===== config.mk =====
export PLATFORM = sky130hd
export DESIGN_NAME = pe
export DESIGN_NICKNAME = d
export VERILOG_FILES = /design/src/rtl/pe_pkg.sv /design/src/rtl/pe_sat.sv /design/src/rtl/pe.sv
export SDC_FILE = /design/constraint.sdc
export NUM_CORES = 1
export LEC_CHECK = 0
export BUFFER_PORTS_ARGS = -buffer_cell sky130_fd_sc_hd__buf_2
export CORE_ASPECT_RATIO = 1.5
export CORE_MARGIN = 2
export CORE_UTILIZATION = 28
export CTS_CLUSTER_DIAMETER = 60
export CTS_CLUSTER_SIZE = 12
export DETAILED_ROUTE_END_ITERATION = 8
export GPL_ROUTABILITY_DRIVEN = 0
export REMOVE_ABC_BUFFERS = 1
export SYNTH_ARGS = -nofsm -noshare
export SYNTH_HDL_FRONTEND = slang
export SYNTH_SLANG_ARGS = --single-unit

===== constraint.sdc =====
create_clock -name clk -period 4.9 [get_ports clk]
set_input_delay 1.47 -clock clk [delete_from_list [all_inputs] [get_ports clk]]
set_output_delay 1.47 -clock clk [all_outputs]
set_load 0.01 [all_outputs]

===== src/rtl/pe_pkg.sv =====
// Shared widths, signed types and saturation limits for the systolic processing element.
package pe_pkg;

  localparam int DATA_W = 8;
  localparam int ACC_W  = 16;
  localparam int PROD_W = 2 * DATA_W;

  typedef logic signed [DATA_W-1:0] operand_t;
  typedef logic signed [PROD_W-1:0] product_t;
  typedef logic signed [ACC_W-1:0]  acc_t;

  localparam acc_t     ACC_MAX = {1'b0, {(ACC_W-1){1'b1}}};
  localparam acc_t     ACC_MIN = {1'b1, {(ACC_W-1){1'b0}}};
  localparam operand_t OUT_MAX = {1'b0, {(DATA_W-1){1'b1}}};
  localparam operand_t OUT_MIN = {1'b1, {(DATA_W-1){1'b0}}};

endpackage


===== src/rtl/pe_sat.sv =====
// Signed saturating narrower: clamps a signed IN_W value into the signed OUT_W range.
module pe_sat #(
  parameter int IN_W  = 17,
  parameter int OUT_W = 16
) (
  input  logic signed [IN_W-1:0]  din,
  output logic signed [OUT_W-1:0] dout
);

  generate
    if (IN_W > OUT_W) begin : g_clamp
      // Value fits only if every bit from the output sign bit upward agrees.
      logic [IN_W-OUT_W:0] upper;
      logic                fits;

      assign upper = din[IN_W-1:OUT_W-1];
      assign fits  = (&upper) | ~(|upper);

      always_comb begin
        dout = din[OUT_W-1:0];
        if (!fits) begin
          dout = din[IN_W-1] ? {1'b1, {(OUT_W-1){1'b0}}}
                             : {1'b0, {(OUT_W-1){1'b1}}};
        end
      end
    end else begin : g_extend
      assign dout = {{(OUT_W-IN_W){din[IN_W-1]}}, din};
    end
  endgenerate

endmodule


===== src/rtl/pe.sv =====
// Output-stationary systolic PE: forwards operands east/south and accumulates a saturating MAC.
module pe #(
  parameter int DATA_W = pe_pkg::DATA_W,
  parameter int ACC_W  = pe_pkg::ACC_W
) (
  input  logic                     clk,
  input  logic                     rst,
  input  logic                     clear,
  input  logic signed [DATA_W-1:0] a_in,
  input  logic signed [DATA_W-1:0] b_in,
  output logic signed [DATA_W-1:0] a_out,
  output logic signed [DATA_W-1:0] b_out,
  output logic signed [DATA_W-1:0] c_out
);

  import pe_pkg::*;

  localparam int P_W   = 2 * DATA_W;
  localparam int SUM_W = ((ACC_W > P_W) ? ACC_W : P_W) + 1;

  logic signed [DATA_W-1:0] a_q, b_q;
  logic signed [ACC_W-1:0]  acc_q, acc_d, acc_sat;
  logic signed [P_W-1:0]    prod;
  logic signed [SUM_W-1:0]  sum;

  // Full-width signed product keeps -128 * -128 exact.
  assign prod = a_in * b_in;
  assign sum  = $signed({{(SUM_W-ACC_W){acc_q[ACC_W-1]}}, acc_q})
              + $signed({{(SUM_W-P_W){prod[P_W-1]}}, prod});

  pe_sat #(.IN_W(SUM_W), .OUT_W(ACC_W)) u_acc_sat (
    .din  (sum),
    .dout (acc_sat)
  );

  always_comb begin
    acc_d = acc_sat;
    if (clear) acc_d = '0;
  end

  always_ff @(posedge clk or negedge rst) begin
    if (!rst) begin
      a_q   <= '0;
      b_q   <= '0;
      acc_q <= '0;
    end else begin
      a_q   <= a_in;
      b_q   <= b_in;
      acc_q <= acc_d;
    end
  end

  assign a_out = a_q;
  assign b_out = b_q;

  // Byte-wide results are clamped; other widths expose the low accumulator bits.
  generate
    if (DATA_W == 8) begin : g_out_sat
      pe_sat #(.IN_W(ACC_W), .OUT_W(DATA_W)) u_out_sat (
        .din  (acc_q),
        .dout (c_out)
      );
    end else begin : g_out_trunc
      assign c_out = acc_q[DATA_W-1:0];
    end
  endgenerate

endmodule


# Yosys cells after proc, flatten, opt, wreduce, memory -nomap -nowiden
# Cells that the tools add are included.
# classes
add_sub_neg	1
n_mul	1
mux	5
bitwise	4
reduce_logical	4
# op_table
operator	count
two-way mux 16 bit	3
adder 16 x 16 -> 17 bit	1
multiplier 8 x 8 -> 16 bit	1
two-way mux 8 bit	2
AND reduction 9 bit	1
OR reduction 9 bit	1
NOT 1 bit	2
OR 1 bit	2
AND reduction 2 bit	1
OR reduction 2 bit	1
# totals
reg_bits	32
in_bits	19
output_inout_bits	24
elab_cells	18

# Depth between registers and ports, before layout
# Gate-level depths: netlist (run 1).
# depth
word_depth	7
depth_mapped	21
depth_no_buf	19

# By module
# A second synthesis (run 1) with hierarchy kept.
# unflattened
hier_cells	411
area_unflattened_um2	4290.4
# modules_own_cells
module	instances	cells_per_inst	area_per_inst_um2
pe	1	365	3941.3
pe_sat (u_acc_sat)	1	23	201.4
pe_sat (g_out_sat.u_out_sat)	1	23	147.6

# Least setup slack after synthesis (run 1)
# No wires, ideal clock.
# synth_path
kind	in2reg
from	input b_in[0]
to	register acc_q[11]
arrival_time_ns	6.217
t_required_ns	4.773
setup_slack_ns	-1.445
path_stages	17
path_buffers	1
cell_sequence	and2_1 > inv_1 > fa_1 > inv_1 > fa_1 > fa_1 > fa_1 > fa_1 > ha_1 > o21a_1 > o31a_1 > o21ai_2 > o21ai_0 > xor2_1 > o31ai_1 > clkbuf_2 > o21ai_0
# synth_between
elab_chain_len	7
# synth_lines
item	line	rtl
from (decl)	pe.sv:10	input logic signed [DATA_W-1:0] b_in,
multiplier 8 x 8 -> 16 bit *	pe.sv:27	assign prod = a_in * b_in;
adder 16 x 16 -> 17 bit *	pe.sv:29	+ $signed({{(SUM_W-P_W){prod[P_W-1]}}, prod});
OR reduction 2 bit	pe_sat.sv:17	assign fits = (&upper) | ~(|upper);
NOT 1 bit	pe_sat.sv:17	
OR 1 bit	pe_sat.sv:17	
two-way mux 16 bit *	pe_sat.sv:21	if (!fits) begin
two-way mux 16 bit *	pe.sv:38	if (clear) acc_d = '0;
named net acc_d[11]	pe.sv:22	logic signed [ACC_W-1:0] acc_q, acc_d, acc_sat;
to (signal assigned)	pe.sv:45	acc_q <= '0;
to (signal assigned)	pe.sv:49	acc_q <= acc_d;
to (decl)	pe.sv:22	
# Mark *: on every way through the listed nets, which the timed path passes. The rest lies on a longest branch.

# Worst setup path in the final report (run 1)
# layout_path
from	input a_in[7]
to	register acc_q[11]
# layout_between
elab_chain_len	7
# layout_lines
item	line	rtl
from (decl)	pe.sv:9	input logic signed [DATA_W-1:0] a_in,
multiplier 8 x 8 -> 16 bit *	pe.sv:27	
adder 16 x 16 -> 17 bit *	pe.sv:29	
OR reduction 2 bit	pe_sat.sv:17	
NOT 1 bit	pe_sat.sv:17	
OR 1 bit	pe_sat.sv:17	
two-way mux 16 bit *	pe_sat.sv:21	
two-way mux 16 bit *	pe.sv:38	
named net acc_d[11]	pe.sv:22	
# Marked as above.

==> summary.md, run 1 <==
| Metric | Value |
|---|---|
| Status | `finished, violations left` |
| Failing checks | `setup timing` |
| Row cnt | `54` |
| Normalized max-slew margin | `0.4876` |
| IO Port Bufs | `42` |
| R2r setup slk | `0.09 ns` |
| Via/cell ratio | `4.378` |
| Syn_area_per_cell | `10.42 um2` |
| DRC violations left | `0` |
| RSZ-0062 raised after global routing | `yes` |
| Final hold slack | `0.6777 ns` |
| IO Pins | `43` |
| Seq/Total Area, Yosys | `0.1925` |
| CP Max Fanout | `6` |
| Die height | `153.3 um` |
| Arrival time worst endpoint | `5.97 ns` |
| Setup WS post-layout | `-0.9068 ns` |
| Post-DP HPWL | `8.354 mm` |
| Die area | `15860 um2` |
| Final Hold Viols | `0` |
| Final min period | `5.807 ns` |
| Final nets | `643` |
| Grt ovf | `0` |
| Clk buf depth | `2` |
| Routed WL per cell | `14.20 um` |
| Routed wire length | `10.03 mm` |
| Leading area contributor after synthesis | `fa_1` |
| CP bufs+invs | `4` |
| Core box area | `14530 um2` |
| Inserted Diodes | `0` |
| Detailed Routing Iterations Pass 1 | `4` |
| Hold_buf cts | `0` |
| Antenna violations before repair | `0` |
| Post-route ant nets | `0` |
| Crit-path cells | `buf_8 -> and2_4 -> inv_4 -> fa_1 -> inv_2 -> fa_1 -> fa_1 -> fa_1 -> fa_1 -> ha_4 -> o21a_1 -> o31a_1 -> o21ai_4 -> o21ai_2 -> xor2_1 -> o31ai_2 -> buf_4 -> o21ai_1` |
| CP Class | `in2reg` |
| Vias | `3091` |
| Initial DRC count | `96` |
| CTS root buf | `clkbuf_16` |
| Area share of the largest cell type after synthesis | `0.3658` |
| CTS tree | `built` |
| Clk_skew | `0.005927 ns` |
| Slowest cell on crit path | `fa_1` |
| GRT Overall Usage | `0.1358` |
| YS warnings | `0` |
| Gate Count Post-Synth | `399` |
| Most common cell after layout, fill and taps aside | `inv_1` |
| Slowest stage delay, CP | `0.58 ns` |
| Starting Density | `0.2863` |
| Most frequent cells in the layout | `inv_1, fa_1, buf_4` |
| Fmax | `172.2 MHz` |
| Endpoint class of the critical path | `flop` |
| Post-synthesis register bit count | `32` |
| Reg clk slew, reported paths | `0.06 ns` |
| Class of the worst hold path | `reg2reg` |
| Die X | `103.5 um` |
| Post-Syn Area | `4159 um2` |
| Cell family with most CP delay | `adder cells` |
| H-tree Lvls | `2` |
| First-pass GRT wire length | `17.10 mm` |
| # setup viols final | `16` |
| Final Cycle Share | `1.185` |
| Syn-to-layout area delta | `36.01%` |
| Max_cap viols | `0` |
| Vias in the first global route | `3587` |
| Crit path top cell by count | `fa_1` |
| Setup crit start kind | `input port` |
| Largest net degree at the start of global routing | `33` |
| Inserted Clock Buffers | `5` |
| Placed insts | `684` |
| Required @ worst endpoint | `5.07 ns` |
| Final slew viol count | `0` |
| Layout cells sized above 1 | `0.3471` |
| Clock Latency Late Sink | `0.29 ns` |
| Top cells by area, synth | `fa_1, dfrtp_1, ha_1` |
| Finished Layout Cells | `706` |
| CTS sink cnt | `32` |
| Distinct cells, synth | `37` |
| Worst-margin pin slew | `0.7687 ns` |
-- sequential cells by signal, indices dropped and copies added, names as in the netlist --
| register | flops |
|---|---|
| a_out | 8 |
| b_out | 8 |
| acc_q | 16 |
-- timing repair --
| action | 4_1_cts | 5_1_grt |
|---|---|---|
| cloned | 1 | 1 |
| gates resized for setup | 49 | 60 |
| endpoints found under the setup margin | 16 | 16 |
| buffers inserted | 7 | 6 |
| pin swaps | 17 | 23 |
-- metal layers --
metal / GRT usage / up-vias / wire length [um] / part of all wire
met3: 0.02175 / 28 / 244 / 0.024
met2: 0.2728 / 55 / 5942 / 0.59
met1: 0.1283 / 1553 / 3411 / 0.34
met4: 0.07400 / 0 / 427 / 0.043
met5: 0 / - / 0 / 0
li1: - / 1455 / - / -
-- tightest hold or removal path, cell delays in order, from the launching register on --
cell,delay [ns]
dfrtp_1,0.34
ha_1,0.14
inv_1,0.04
o21ai_2,0.12
-- stage by stage --
stage / instance area, um2 / setup TNS [ns] / utilization / setup WS, ns
global placement: 4982 / -20.91 / 0.3430 / -1.342
floorplan: 4121 / -24.75 / - / -1.681
detailed placement: 4982 / -22.06 / 0.3430 / -1.428
finish: 5657 / -13.77 / 0.3894 / -0.9068
CTS: 5389 / -13.84 / 0.3710 / -0.9077
global route: 5657 / -15.91 / 0.3894 / -1.044
-- kinds of logic (layout without fill, tap and decap cells) --
| logic type | Yosys count | after routing | share of synthesized area |
|---|---|---|---|
| buf+inv | 93 | 203 | 0.08664 |
| flops | 32 | 32 | 0.1925 |
| fa+ha+maj | 116 | 116 | 0.4856 |
| compound gates | 55 | 55 | 0.08875 |
| xor+xnor | 19 | 19 | 0.04001 |
| simple gates | 84 | 85 | 0.1065 |
-- Yosys cell counts --
| cell type | count |
|---|---|
| o21a_1 | 3 |
| clkbuf_1 | 3 |
| o21bai_1 | 3 |
| xnor2_1 | 12 |
| clkinv_1 | 1 |
| nand2_1 | 29 |
| nor4_1 | 3 |
| buf_6 | 1 |
| maj3_1 | 1 |
| nor3_1 | 1 |
| inv_1 | 85 |
| o21ai_0 | 16 |
| nand2b_1 | 2 |
| a31oi_1 | 1 |
| o21ai_2 | 1 |
| ha_1 | 39 |
| and2_1 | 33 |
| and4_4 | 1 |
| buf_2 | 2 |
| nor2_1 | 8 |
| o21ai_1 | 3 |
| xor2_1 | 7 |
| or3_4 | 1 |
| clkbuf_2 | 1 |
| a21oi_1 | 8 |
| a21o_1 | 10 |
| a31oi_4 | 1 |
| and2b_1 | 1 |
| nor2b_1 | 2 |
| dfrtp_1 | 32 |
| nand4_1 | 3 |
| a2111o_1 | 1 |
| o31a_1 | 1 |
| fa_1 | 76 |
| a211oi_2 | 1 |
| o31ai_1 | 4 |
| o211ai_1 | 2 |
-- path summary, 6_finish.rpt --
path	cells past startpoint	to	start
setup / recovery	18	acc_q[11]$_DFF_PN0_	a_in[7]
hold / removal	3	acc_q[0]$_DFF_PN0_	acc_q[0]$_DFF_PN0_
setup reg to reg	18	acc_q[11]$_DFF_PN0_	acc_q[6]$_DFF_PN0_
hold reg to reg	3	acc_q[0]$_DFF_PN0_	acc_q[0]$_DFF_PN0_
max in group asynchronous	1	a_out[1]$_DFF_PN0_	rst
min in group asynchronous	1	b_out[0]$_DFF_PN0_	rst
-- cell type report --
type                            count  area (um2)
Clock buffer                        7       152.6
Clock inverter                      1       30.03
Fill cell                        1377        8870
Inverter                           86       325.3
Multi-Input combinational cell    275        3296
Sequential cell                    32       800.8
Tap cell                          196       245.2
Timing Repair Buffer              109       807.0
Power of run 1 is left out: the tool's default activity adds up to more than one toggle a clock period on the data nets, which glitch-free logic cannot reach.
==> run 2: changes to the inputs <==
BUFFER_PORTS_ARGS = -buffer_cell sky130_fd_sc_hd__buf_4   (was -buffer_cell sky130_fd_sc_hd__buf_2)
==> summary.md, run 2 (synthesized netlist as in run 1, its figures left out) <==
| Metric | Value |
|---|---|
| Clock Latency Late Sink | `0.28 ns (about the same)` |
| Initial DRC count | `72 (-25%)` |
| Arrival time worst endpoint | `6.04 ns (+0.07 ns)` |
| Via/cell ratio | `4.436 (+1.3%)` |
| Final nets | `644 (+0.16%)` |
| Most frequent cells in the layout | `buf_4, inv_1, fa_1` |
| Setup crit start kind | `input port` |
| Row cnt | `54 (unchanged)` |
| Syn-to-layout area delta | `38.72%` |
| Inserted Diodes | `0 (unchanged)` |
| Starting Density | `0.2863 (unchanged)` |
| Routed WL per cell | `14.75 um (+3.9%)` |
| Largest net degree at the start of global routing | `33 (unchanged)` |
| Final min period | `5.850 ns (+0.04331 ns)` |
| Final Hold Viols | `0 (unchanged)` |
| Hold path cells | `3 (unchanged)` |
| Hold_buf cts | `0 (unchanged)` |
| CTS tree | `built` |
| Clk_skew | `0.002352 ns (-0.003575 ns)` |
| Inserted Clock Buffers | `5 (unchanged)` |
| Fin util | `0.3972 (+0.007752)` |
| Top reg by flops | `acc_q` |
| GRT Overall Usage | `0.1335 (-0.002249)` |
| Vias in the first global route | `3560 (-0.75%)` |
| Reg2reg path depth | `18 (unchanged)` |
| Routed wire length | `10.42 mm (+3.9%)` |
| DP Area | `5080 um2 (+2.0%)` |
| Failing checks | `setup timing` |
| First-pass GRT wire length | `16.79 mm (-1.8%)` |
| Final slew viol count | `0 (unchanged)` |
| RSZ-0062 raised after global routing | `yes` |
| Max_cap viols | `0 (unchanged)` |
| Layout cells sized above 1 | `0.3529 (+0.005882)` |
| Post-DP HPWL | `8.407 mm (+0.64%)` |
| IO Pins | `43 (unchanged)` |
| CTS sink cnt | `32 (unchanged)` |
| Die area | `15860 um2 (unchanged)` |
| Endpoint class of the critical path | `flop` |
| Status | `finished, violations left` |
| Most common cell after layout, fill and taps aside | `buf_4` |
| CP Max Fanout | `7 (+1)` |
| Class of the worst hold path | `reg2reg` |
| Die height | `153.3 um (unchanged)` |
| DRC violations left | `0 (unchanged)` |
| Normalized max-slew margin | `0.5435 (+0.05591)` |
| Vias | `3132 (+1.3%)` |
| Max reg flops | `16 (unchanged)` |
| Reg clk slew, reported paths | `0.06 ns (about the same)` |
| Setup WS post-layout | `-0.9501 ns (-0.04331 ns)` |
| Post-route ant nets | `0 (unchanged)` |
| Detailed Routing Iterations Pass 1 | `4 (unchanged)` |
| Clk buf depth | `2 (unchanged)` |
| Worst-margin pin slew | `0.6848 ns (-0.08386 ns)` |
| Required @ worst endpoint | `5.09 ns (+0.02 ns)` |
| Final Cycle Share | `1.194 (+0.008839)` |
| DP Worst Slack | `-1.415 ns (+0.01338 ns)` |
| CTS root buf | `clkbuf_16` |
| Post-route cell area | `5769 um2 (+2.0%)` |
| CP Class | `in2reg` |
| Fillcell total | `1363 (-1.0%)` |
| Antenna violations before repair | `0 (unchanged)` |
| Fmax | `170.9 MHz (-0.74%)` |
| Die X | `103.5 um (unchanged)` |
| # setup viols final | `16 (unchanged)` |
| H-tree Lvls | `2 (unchanged)` |
| Core box area | `14530 um2 (unchanged)` |
| Grt ovf | `0 (unchanged)` |
| IO Port Bufs | `42 (unchanged)` |
[run 2: layout make-up]
class | instances | area [um2] | area share
multi-input cells | 275 | 3347 | 0.5801
repair buffers | 110 | 910.9 | 0.1579
clock buffers | 5 | 125.1 | 0.02169
flip-flops and latches | 32 | 800.8 | 0.1388
inverters | 86 | 327.8 | 0.05682
clock inverters | 2 | 12.51 | 0.002169
well taps | 196 | 245.2 | 0.04251
[run 2: critical path, cell delays in order]
cell	delay [ns]
buf_4	0.14
buf_4	0.14
and2_1	0.17
fa_1	0.51
fa_1	0.59
fa_1	0.44
fa_1	0.46
ha_1	0.35
ha_4	0.20
a2111o_1	0.43
o21ai_4	0.19
buf_6	0.15
o21ai_4	0.08
xnor2_4	0.17
or3_4	0.47
o31ai_4	0.09
[run 2: worst paths after layout]
path / slack [ns] / end / from
hold / removal: 0.68 / acc_q[0]$_DFF_PN0_ / acc_q[0]$_DFF_PN0_
hold reg to reg: 0.68 / acc_q[0]$_DFF_PN0_ / acc_q[0]$_DFF_PN0_
min in group asynchronous: 1.13 / b_out[2]$_DFF_PN0_ / rst
max in group asynchronous: 3.44 / a_out[6]$_DFF_PN0_ / rst
setup / recovery: -0.95 / acc_q[10]$_DFF_PN0_ / a_in[3]
setup reg to reg: 0.07 / acc_q[10]$_DFF_PN0_ / acc_q[6]$_DFF_PN0_
[run 2: stage by stage]
stage	cells	setup TNS (ns)	hold slack, ns
final	706	-14.21	0.6774
after global routing	706	-16.15	0.7307
after CTS	700	-14.18	0.7181
after detailed placement	683	-21.92	0.7051
after global placement	683	-20.09	0.6952
after floorplan	392	-24.75	0.6402
[run 2: repair_timing]
action                                 CTS  global route
pin swaps                               25            34
cloned                                   2             0
resized for setup                       47            59
setup endpoints to repair               16            16
buffers inserted                         8             7
endpoints found under the hold margin    0             0
[run 2: metal layers]
| metal | wire, um | global-route usage |
|---|---|---|
| met1 | 3655 | 0.1289 |
| met2 | 5892 | 0.2561 |
| met3 | 250 | 0.01876 |
| met4 | 619 | 0.09524 |
| met5 | 0 | 0 |
Power of run 2 is left out for the same reason.
==> run 3: changes to the inputs <==
CORE_MARGIN = unset   (was 2)
PLACE_DENSITY = 0.42   (was unset)
==> summary.md, run 3 (synthesized netlist as in run 1, its figures left out) <==
| Metric | Value |
|---|---|
| Max reg flops | `16 (unchanged)` |
| Final hold slack | `0.6763 ns (-0.001155 ns)` |
| Layout cells sized above 1 | `0.3379 (-0.01505)` |
| R2r setup slk | `0.19 ns (+0.12 ns)` |
| GRT Overall Usage | `0.1468 (+0.01329)` |
| Normalized max-slew margin | `0.6150 (+0.07148)` |
| Final slew viol count | `0 (unchanged)` |
| Routed WL per cell | `14.26 um (-3.3%)` |
| Die area | `15350 um2 (-3.2%)` |
| Inserted Diodes | `0 (unchanged)` |
| Arrival time worst endpoint | `5.92 ns (-0.12 ns)` |
| Endpoint class of the critical path | `flop` |
| Crit path top cell by count | `fa_1` |
| Most common cell after layout, fill and taps aside | `buf_4` |
| HP Start | `acc_q[0]$_DFF_PN0_` |
| Worst Hold End | `acc_q[0]$_DFF_PN0_` |
| Fmax | `174.3 MHz (+2.0%)` |
| Routed wire length | `10.10 mm (-3.1%)` |
| Setup crit start kind | `input port` |
| IO Pins | `43 (unchanged)` |
| Reg2reg path depth | `18 (unchanged)` |
| Detailed Routing Iterations Pass 1 | `4 (unchanged)` |
| IO Port Bufs | `42 (unchanged)` |
| Vias in the first global route | `3286 (-7.7%)` |
| Post-DP HPWL | `8.861 mm (+5.4%)` |
| Row cnt | `54 (unchanged)` |
| Setup WS post-layout | `-0.8380 ns (+0.1122 ns)` |
| Reg2reg end | `acc_q[9]$_DFF_PN0_` |
| Clk buf depth | `2 (unchanged)` |
| CP Class | `in2reg` |
| Vias | `3052 (-2.6%)` |
| # setup viols final | `16 (unchanged)` |
| Slowest cell on crit path | `fa_1` |
| Largest net degree at the start of global routing | `33 (unchanged)` |
| Core box area | `14530 um2 (unchanged)` |
| Failing checks | `setup timing` |
| Worst-margin pin slew | `0.5776 ns (-0.1072 ns)` |
| CTS tree | `built` |
| Clk_skew | `0.009266 ns (+0.006914 ns)` |
| Fin util | `0.3892 (-0.007925)` |
| Final min period | `5.738 ns (-0.1122 ns)` |
| First-pass GRT wire length | `16.82 mm (+0.17%)` |
| DP Worst Slack | `-1.312 ns (+0.1029 ns)` |
| Slowest stage delay, CP | `0.58 ns (about the same)` |
| Die height | `151.3 um (-1.3%)` |
| Final nets | `646 (+0.31%)` |
| Final Hold Viols | `0 (unchanged)` |
| CTS sink cnt | `32 (unchanged)` |
| Clock Latency Late Sink | `0.28 ns (about the same)` |
| Die X | `101.5 um (-1.9%)` |
| Inserted Clock Buffers | `5 (unchanged)` |
| Status | `finished, violations left` |
| RSZ-0062 raised after global routing | `yes` |
| Top reg by flops | `acc_q` |
| Final Cycle Share | `1.171 (-0.02289)` |
| Class of the worst hold path | `reg2reg` |
| CTS root buf | `clkbuf_16` |
| Most frequent cells in the layout | `buf_4, inv_1, fa_1` |
| Required @ worst endpoint | `5.08 ns (about the same)` |
| Post-route ant nets | `0 (unchanged)` |
| Syn-to-layout area delta | `35.95%` |
| Via/cell ratio | `4.311 (-2.8%)` |
| H-tree Lvls | `2 (unchanged)` |
| Grt ovf | `0 (unchanged)` |
| Crit Reg-Reg Startpoint | `acc_q[6]$_DFF_PN0_` |
| Crit-path cells | `buf_12 -> and2_4 -> inv_4 -> fa_1 -> inv_1 -> fa_1 -> fa_1 -> fa_1 -> fa_1 -> ha_4 -> o21a_1 -> o31a_1 -> o21ai_2 -> o21ai_1 -> xnor2_1 -> buf_4 -> or3_4 -> o31ai_2` |
| Starting Density | `0.2863 (unchanged)` |
| Reg clk slew, reported paths | `0.06 ns (about the same)` |
| Initial DRC count | `76 (+5.6%)` |
| CP Max Fanout | `7 (unchanged)` |
| Hold_buf cts | `0 (unchanged)` |
| Max_cap viols | `0 (unchanged)` |
| DRC violations left | `0 (unchanged)` |
| Antenna violations before repair | `0 (unchanged)` |
| Hold path cells | `3 (unchanged)` |
[run 3: cell types whose count changed in the layout (fill, tap and decap cells not counted), moves of 3 or more]
| cell | before | now |
|---|---|---|
| buf_4 | 95 | 99 |
| ha_4 | 9 | 6 |
| inv_2 | 5 | 2 |
| nor2_1 | 4 | 8 |
| nor2_2 | 3 | 0 |
[run 3: critical path, delay by kind of cell]
family / cells / cell delay (ns)
simple gates: 2 / 0.59
buf+inv: 4 / 0.33
fa+ha+maj: 6 / 2.75
xor+xnor: 1 / 0.13
compound gates: 5 / 0.67
[run 3: how the worst max path moves through the flow]
stage	slack (ns)	start	end
2_1_floorplan	-1.68	b_in[0]	acc_q[11]$_DFF_PN0_
3_3_place_gp	-1.26	b_in[0]	acc_q[9]$_DFF_PN0_
3_5_place_dp	-1.31	b_in[0]	acc_q[9]$_DFF_PN0_
4_1_cts	-0.88	a_in[0]	acc_q[2]$_DFF_PN0_
5_1_grt	-0.99	b_in[1]	acc_q[9]$_DFF_PN0_
6_report	-0.84	a_in[7]	acc_q[9]$_DFF_PN0_
[run 3: cell type report]
type	instances	area, um2
Fill cell	1479	8872
Clock buffer	5	125.1
Tap cell	196	245.2
Sequential cell	32	800.8
Inverter	86	326.6
Clock inverter	2	12.51
Timing Repair Buffer	112	909.6
Multi-Input combinational cell	275	3234
[run 3: per-stage QoR]
stage	area, um2	instances	TNS (ns)
2_1_floorplan	4121	392	-24.75
3_3_place_gp	5132	690	-19.66
3_5_place_dp	5132	690	-20.28
4_1_cts	5498	704	-13.31
5_1_grt	5654	708	-15.15
6_report	5654	708	-12.40
[run 3: repair_timing]
item,CTS,global route
pin swaps,32,20
gates cloned,2,0
resized for setup,53,36
setup endpoints to repair,16,16
setup buffers,5,4
[run 3: routing by layer]
metal / share of wire / global-route usage / vias up
li1: - / - / 1466
met3: 0.015 / 0.01200 / 11
met1: 0.38 / 0.1644 / 1540
met2: 0.59 / 0.2841 / 35
met4: 0.022 / 0.05072 / 0
met5: 0 / 0 / -
Power of run 3 is left out for the same reason.
